[src/rtl/mem_arbiter.sv]
`default_nettype none
// ============================================================================
// Module   : mem_arbiter
// Purpose  : Round-robin arbiter that splits 16-bit i/d word requests into two
//            byte transactions (low byte first) on a shared byte-wide memory.
// Revision : 1.0
// ============================================================================
module mem_arbiter (
    input  logic        clk,
    input  logic        n_rst,
    input  logic        i_req,
    input  logic [15:0] i_addr,
    output logic        i_ack,
    output logic [15:0] i_rdata,
    input  logic        d_req,
    input  logic        d_we,
    input  logic [15:0] d_addr,
    input  logic [15:0] d_wdata,
    output logic        d_ack,
    output logic [15:0] d_rdata,
    output logic        m_req,
    output logic        m_we,
    output logic [15:0] m_addr,
    output logic [7:0]  m_wdata,
    input  logic        m_ready,
    input  logic [7:0]  m_rdata
);

    localparam logic [1:0] c_st_idle = 2'd0;
    localparam logic [1:0] c_st_lo   = 2'd1;
    localparam logic [1:0] c_st_hi   = 2'd2;
    localparam logic [1:0] c_st_done = 2'd3;

    logic [1:0]  r_state;
    logic [1:0]  w_next_state;
    logic        r_sel_d;
    logic        r_last_d;
    logic        r_we;
    logic [15:0] r_addr;
    logic [15:0] r_wdata;
    logic [7:0]  r_rbuf_lo;
    logic [15:0] r_i_rdata;
    logic [15:0] r_d_rdata;
    logic        w_grant;
    logic        w_grant_d;

    // On a tie the side that was not served last wins.
    always_comb begin
        w_grant   = i_req | d_req;
        w_grant_d = d_req & (~i_req | ~r_last_d);
    end

    always_ff @(posedge clk) begin
        if (!n_rst) begin
            r_state <= c_st_idle;
        end else begin
            r_state <= w_next_state;
        end
    end

    always_comb begin
        w_next_state = r_state;
        case (r_state)
            c_st_idle: if (w_grant) w_next_state = c_st_lo;
            c_st_lo:   if (m_ready) w_next_state = c_st_hi;
            c_st_hi:   if (m_ready) w_next_state = c_st_done;
            c_st_done: w_next_state = c_st_idle;
            default:   w_next_state = c_st_idle;
        endcase
    end

    // Request latch, read-byte buffer and per-side read data holding registers.
    always_ff @(posedge clk) begin
        if (!n_rst) begin
            r_sel_d   <= 1'b0;
            r_last_d  <= 1'b0;
            r_we      <= 1'b0;
            r_addr    <= 16'h0000;
            r_wdata   <= 16'h0000;
            r_rbuf_lo <= 8'h00;
            r_i_rdata <= 16'h0000;
            r_d_rdata <= 16'h0000;
        end else begin
            if (r_state == c_st_idle && w_grant) begin
                r_sel_d  <= w_grant_d;
                r_last_d <= w_grant_d;
                r_addr   <= w_grant_d ? d_addr : i_addr;
                r_we     <= w_grant_d & d_we;
                r_wdata  <= w_grant_d ? d_wdata : 16'h0000;
            end
            if (r_state == c_st_lo && m_ready) begin
                r_rbuf_lo <= m_rdata;
            end
            // Read data is published on entry to DONE so it is valid with the ack.
            if (r_state == c_st_hi && m_ready && !r_we) begin
                if (r_sel_d) begin
                    r_d_rdata <= {m_rdata, r_rbuf_lo};
                end else begin
                    r_i_rdata <= {m_rdata, r_rbuf_lo};
                end
            end
        end
    end

    always_comb begin
        m_req   = 1'b0;
        m_we    = 1'b0;
        m_addr  = 16'h0000;
        m_wdata = 8'h00;
        i_ack   = 1'b0;
        d_ack   = 1'b0;
        case (r_state)
            c_st_lo: begin
                m_req   = 1'b1;
                m_we    = r_we;
                m_addr  = r_addr;
                m_wdata = r_wdata[7:0];
            end
            c_st_hi: begin
                m_req   = 1'b1;
                m_we    = r_we;
                m_addr  = r_addr + 16'd1;
                m_wdata = r_wdata[15:8];
            end
            c_st_done: begin
                i_ack = ~r_sel_d;
                d_ack = r_sel_d;
            end
            default: ;
        endcase
    end

    assign i_rdata = r_i_rdata;
    assign d_rdata = r_d_rdata;

endmodule
`default_nettype wire

[config.mk]
export PLATFORM = sky130hd
export DESIGN_NAME = mem_arbiter
export DESIGN_NICKNAME = d
export VERILOG_FILES = /design/src/rtl/mem_arbiter.sv
export SDC_FILE = /design/constraint.sdc
export NUM_CORES = 1
export LEC_CHECK = 0
export ABC_AREA = 1
export BUFFER_PORTS_ARGS = -buffer_cell sky130_fd_sc_hd__buf_4
export CAP_MARGIN = 20
export CORE_ASPECT_RATIO = 2
export CORE_MARGIN = 10
export CORE_UTILIZATION = 44
export DETAILED_ROUTE_END_ITERATION = 10
export PLACE_DENSITY = 0.72
export SYNTH_ARGS = -nofsm -noshare
export SYNTH_HDL_FRONTEND = slang
export SYNTH_SLANG_ARGS = --single-unit
[constraint.sdc]
create_clock -name clk -period 2.6 [get_ports clk]
set_clock_uncertainty 0.1 [all_clocks]
set_input_delay 0.52 -clock clk [delete_from_list [all_inputs] [get_ports clk]]
set_output_delay 0.52 -clock clk [all_outputs]
set_load 0.005 [all_outputs]
==> impl_metrics.tcl <==
set metrics [dict create \
    endpoint_kind "output pin" \
    path_clk_slew_ns 0.06 \
    drive_above_1_share_pct 24.7 \
    h-tree-depth 3 \
    row_count 46 \
    coreArea_mm2 0.00789 \
    maxSlewViolCount 0 \
    critical_path.slowest_cell "dfxtp_1" \
    seq_power_share_pct 35.4 \
    wl_per_cell_um 15.8 \
    diodes 0 \
    drt_iter0_drc 164 \
    met1_length_mm 4.32 \
    fmax_mhz 400 \
    io_pins 122 \
    synthCells 525 \
    route.vias.total 3955 \
    mostFrequentLayoutCells "135 x buf_4, 119 x nand2_1, 75 x dfxtp_1" \
    place_ws_ns 0.456 \
    vias_per_cell 5.34 \
    cts_buffers 9 \
    multi_input_area_mm2 0.00182 \
    cts-root-buf "clkbuf_16" \
    swShare_pct 37.2 \
    fillers 737 \
    finalNonFillerCells 741 \
    path_cells "inv_1 > ha_1 > inv_2 > nor2_2 > inv_1 > nor2_1 > nand2_1 > a21oi_1 > buf_4" \
    yosysWarnings 0 \
    clk_latency_ns 0.34 \
    cts_hold_buffers 0 \
    die_width_um 83.6 \
    crit_arrival_ns 1.88 \
    layout_commonest_cell "buf_4" \
    share_comb_of_total_power_pct 35.7 \
    fin_ws_ns 0.102 \
    grt_pass1_wl_mm 19.1 \
    cts_tree "yes" \
    synth_edf_count 0 \
    yosysSeqAreaShare_pct 42.8 \
    start_util_pct 45.1 \
    antenna_left 0 \
    grt_util_all_layers_pct 18.7 \
    synthArstFlopShare_pct 0 \
    relSlewSlack_pct 38.6 \
    dpl.hpwl_mm 8.98 \
    die_area_mm2 0.0123 \
    vdd_drop_max_mv 0.477 \
    crit_type "register to output pin" \
    antenna_found_initial 0 \
    clock-sinks 76 \
    cts_buffer_depth 2 \
    cellLeakagePower_nw 2.06 \
    syn_area_mm2 0.00355 \
    finalCriticalPeriod_ns 2.50 \
    io_buffers 121 \
    first_global_vias 3924 \
    hold_class "input port to register" \
    hold_viol 0 \
    ys_ff_latch 76 \
    switchingPower_mw 1.67 \
    critPathLaunchType "register" \
    ys.flop_type "dfxtp_1" \
    synth_nets 592 \
    met3_length_um 678 \
    tightest_slew_ns 0.916 \
    die_h_um 147 \
    setup_viol 0 \
    gp_congestion 0.866 \
    p_int_mw 2.82 \
    overflow 0 \
    regArea_mm2 0.00152 \
    synth.distinct_cells 24 \
    nNetsFinal 707 \
    crit_fanout 6 \
    grt_max_degree 43 \
    crit_top_cell "inv_1" \
    pwr-share-clk_pct 28.8 \
    first_pass_iters 5 \
    wl_mm 11.7 \
    routed.top_layer "met4" \
    drc_errors 0 \
    status "completed" \
    crit_required_ns 1.98 \
    dr_wl_met2_mm 6.48 \
    dp.cells 725 \
    p_per_area_mw_per_mm2 916 \
    cp_slowest_stage_delay_ns 0.33 \
    syn2layout_area_growth_pct 37.7 \
    period_share_pct 96.1 \
    syn_avg_cell_area_um2 6.77 \
    drv_cap 0 \
]
-- flip-flops by register name, summed over array words and instances, names as in the netlist --
name,count
r_rbuf_lo,8
d_rdata,16
r_we,1
r_addr,16
r_last_d,1
i_rdata,16
r_state,2
r_wdata,16
-- critical path: cells and delay by family, from the launching register on --
family / cells / cell delay (ns)
compound gates: 1 / 0.21
fa+ha+maj: 1 / 0.19
buf+inv: 4 / 0.43
flops: 1 / 0.33
simple gates: 3 / 0.38
-- cells by family (layout without fill, tap and decap cells) --
| group | count (synthesis) | after routing | synth area share [%] |
|---|---|---|---|
| simple gates | 237 | 237 | 27.2 |
| compound gates | 147 | 147 | 21.8 |
| flops | 76 | 76 | 42.8 |
| buf+inv | 60 | 180 | 6.48 |
| fa+ha+maj | 5 | 5 | 1.76 |
-- cell usage after synthesis (all sizes together), types with 2 or more instances --
cell / count / area (um2)
a31oi: 16 / 100
dfxtp: 76 / 1520
nand2: 120 / 453
nand4: 3 / 18.8
clkbuf: 28 / 105
nor2: 69 / 259
o211ai: 3 / 22.5
clkinv: 2 / 7.51
a21oi: 57 / 285
inv: 27 / 101
nand3: 42 / 210
ha: 5 / 62.6
buf: 3 / 16.3
o21ai: 67 / 335
nor3: 3 / 26.3
-- power groups by stage --
stage          clock [mW]  combinational (mW)  sequential, mW
2_1_floorplan           0               0.952            1.56
3_3_place_gp            0                1.56            1.59
3_5_place_dp            0                1.58            1.61
4_1_cts              1.31                1.60            1.58
5_1_grt              1.36                1.81            1.62
6_report             1.29                1.60            1.59
-- worst paths after layout --
| kind | from | cells past startpoint | slack [ns] | to |
|---|---|---|---|---|
| max reg2reg | r_last_d$_SDFFE_PN0P_ | 5 | 0.76 | r_wdata[4]$_SDFFE_PN0P_ |
| max | r_state[0]$_SDFFE_PN0P_ | 9 | 0.10 | m_addr[11] |
| min reg2reg | d_rdata[10]$_SDFFE_PN0P_ | 2 | 0.36 | d_rdata[10]$_SDFFE_PN0P_ |
| min | d_addr[14] | 3 | 0.34 | r_addr[14]$_SDFFE_PN0P_ |
-- through the flow --
stage                     hold WS (ns)  area (um2)  power [mW]  TNS [ns]  utilization (%)
final                            0.336        4900        4.49         0             62.1
after global routing             0.342        4900        4.79   -0.0331             62.1
after CTS                        0.341        4880        4.49         0             61.9
after detailed placement         0.357        4570        3.19         0             57.9
after global placement           0.355        4570        3.15         0             57.9
after floorplan                  0.354        3550        2.52         0                -
-- area by class of cell --
| type | instances | share of cell area, % |
|---|---|---|
| Tap cell | 96 | 2.45 |
| Inverter | 29 | 2.22 |
| Sequential cell | 76 | 31.1 |
| Multi-Input combinational cell | 389 | 37.1 |
| Clock buffer | 13 | 5.52 |
| Clock inverter | 3 | 0.894 |
| Timing Repair Buffer | 135 | 20.7 |
-- what timing repair did --
action                                  4_1_cts  5_1_grt
resized for setup                             0        5
endpoints found under the setup margin        0        9
setup buffers                                 0        0
-- layer usage --
metal	global-route usage, %	vias to the layer above
met3	5.81	21
met5	0	-
met4	7.15	0
li1	-	1986
met1	18.3	1808
met2	35.3	140
(Power assumes the default switching activity.)
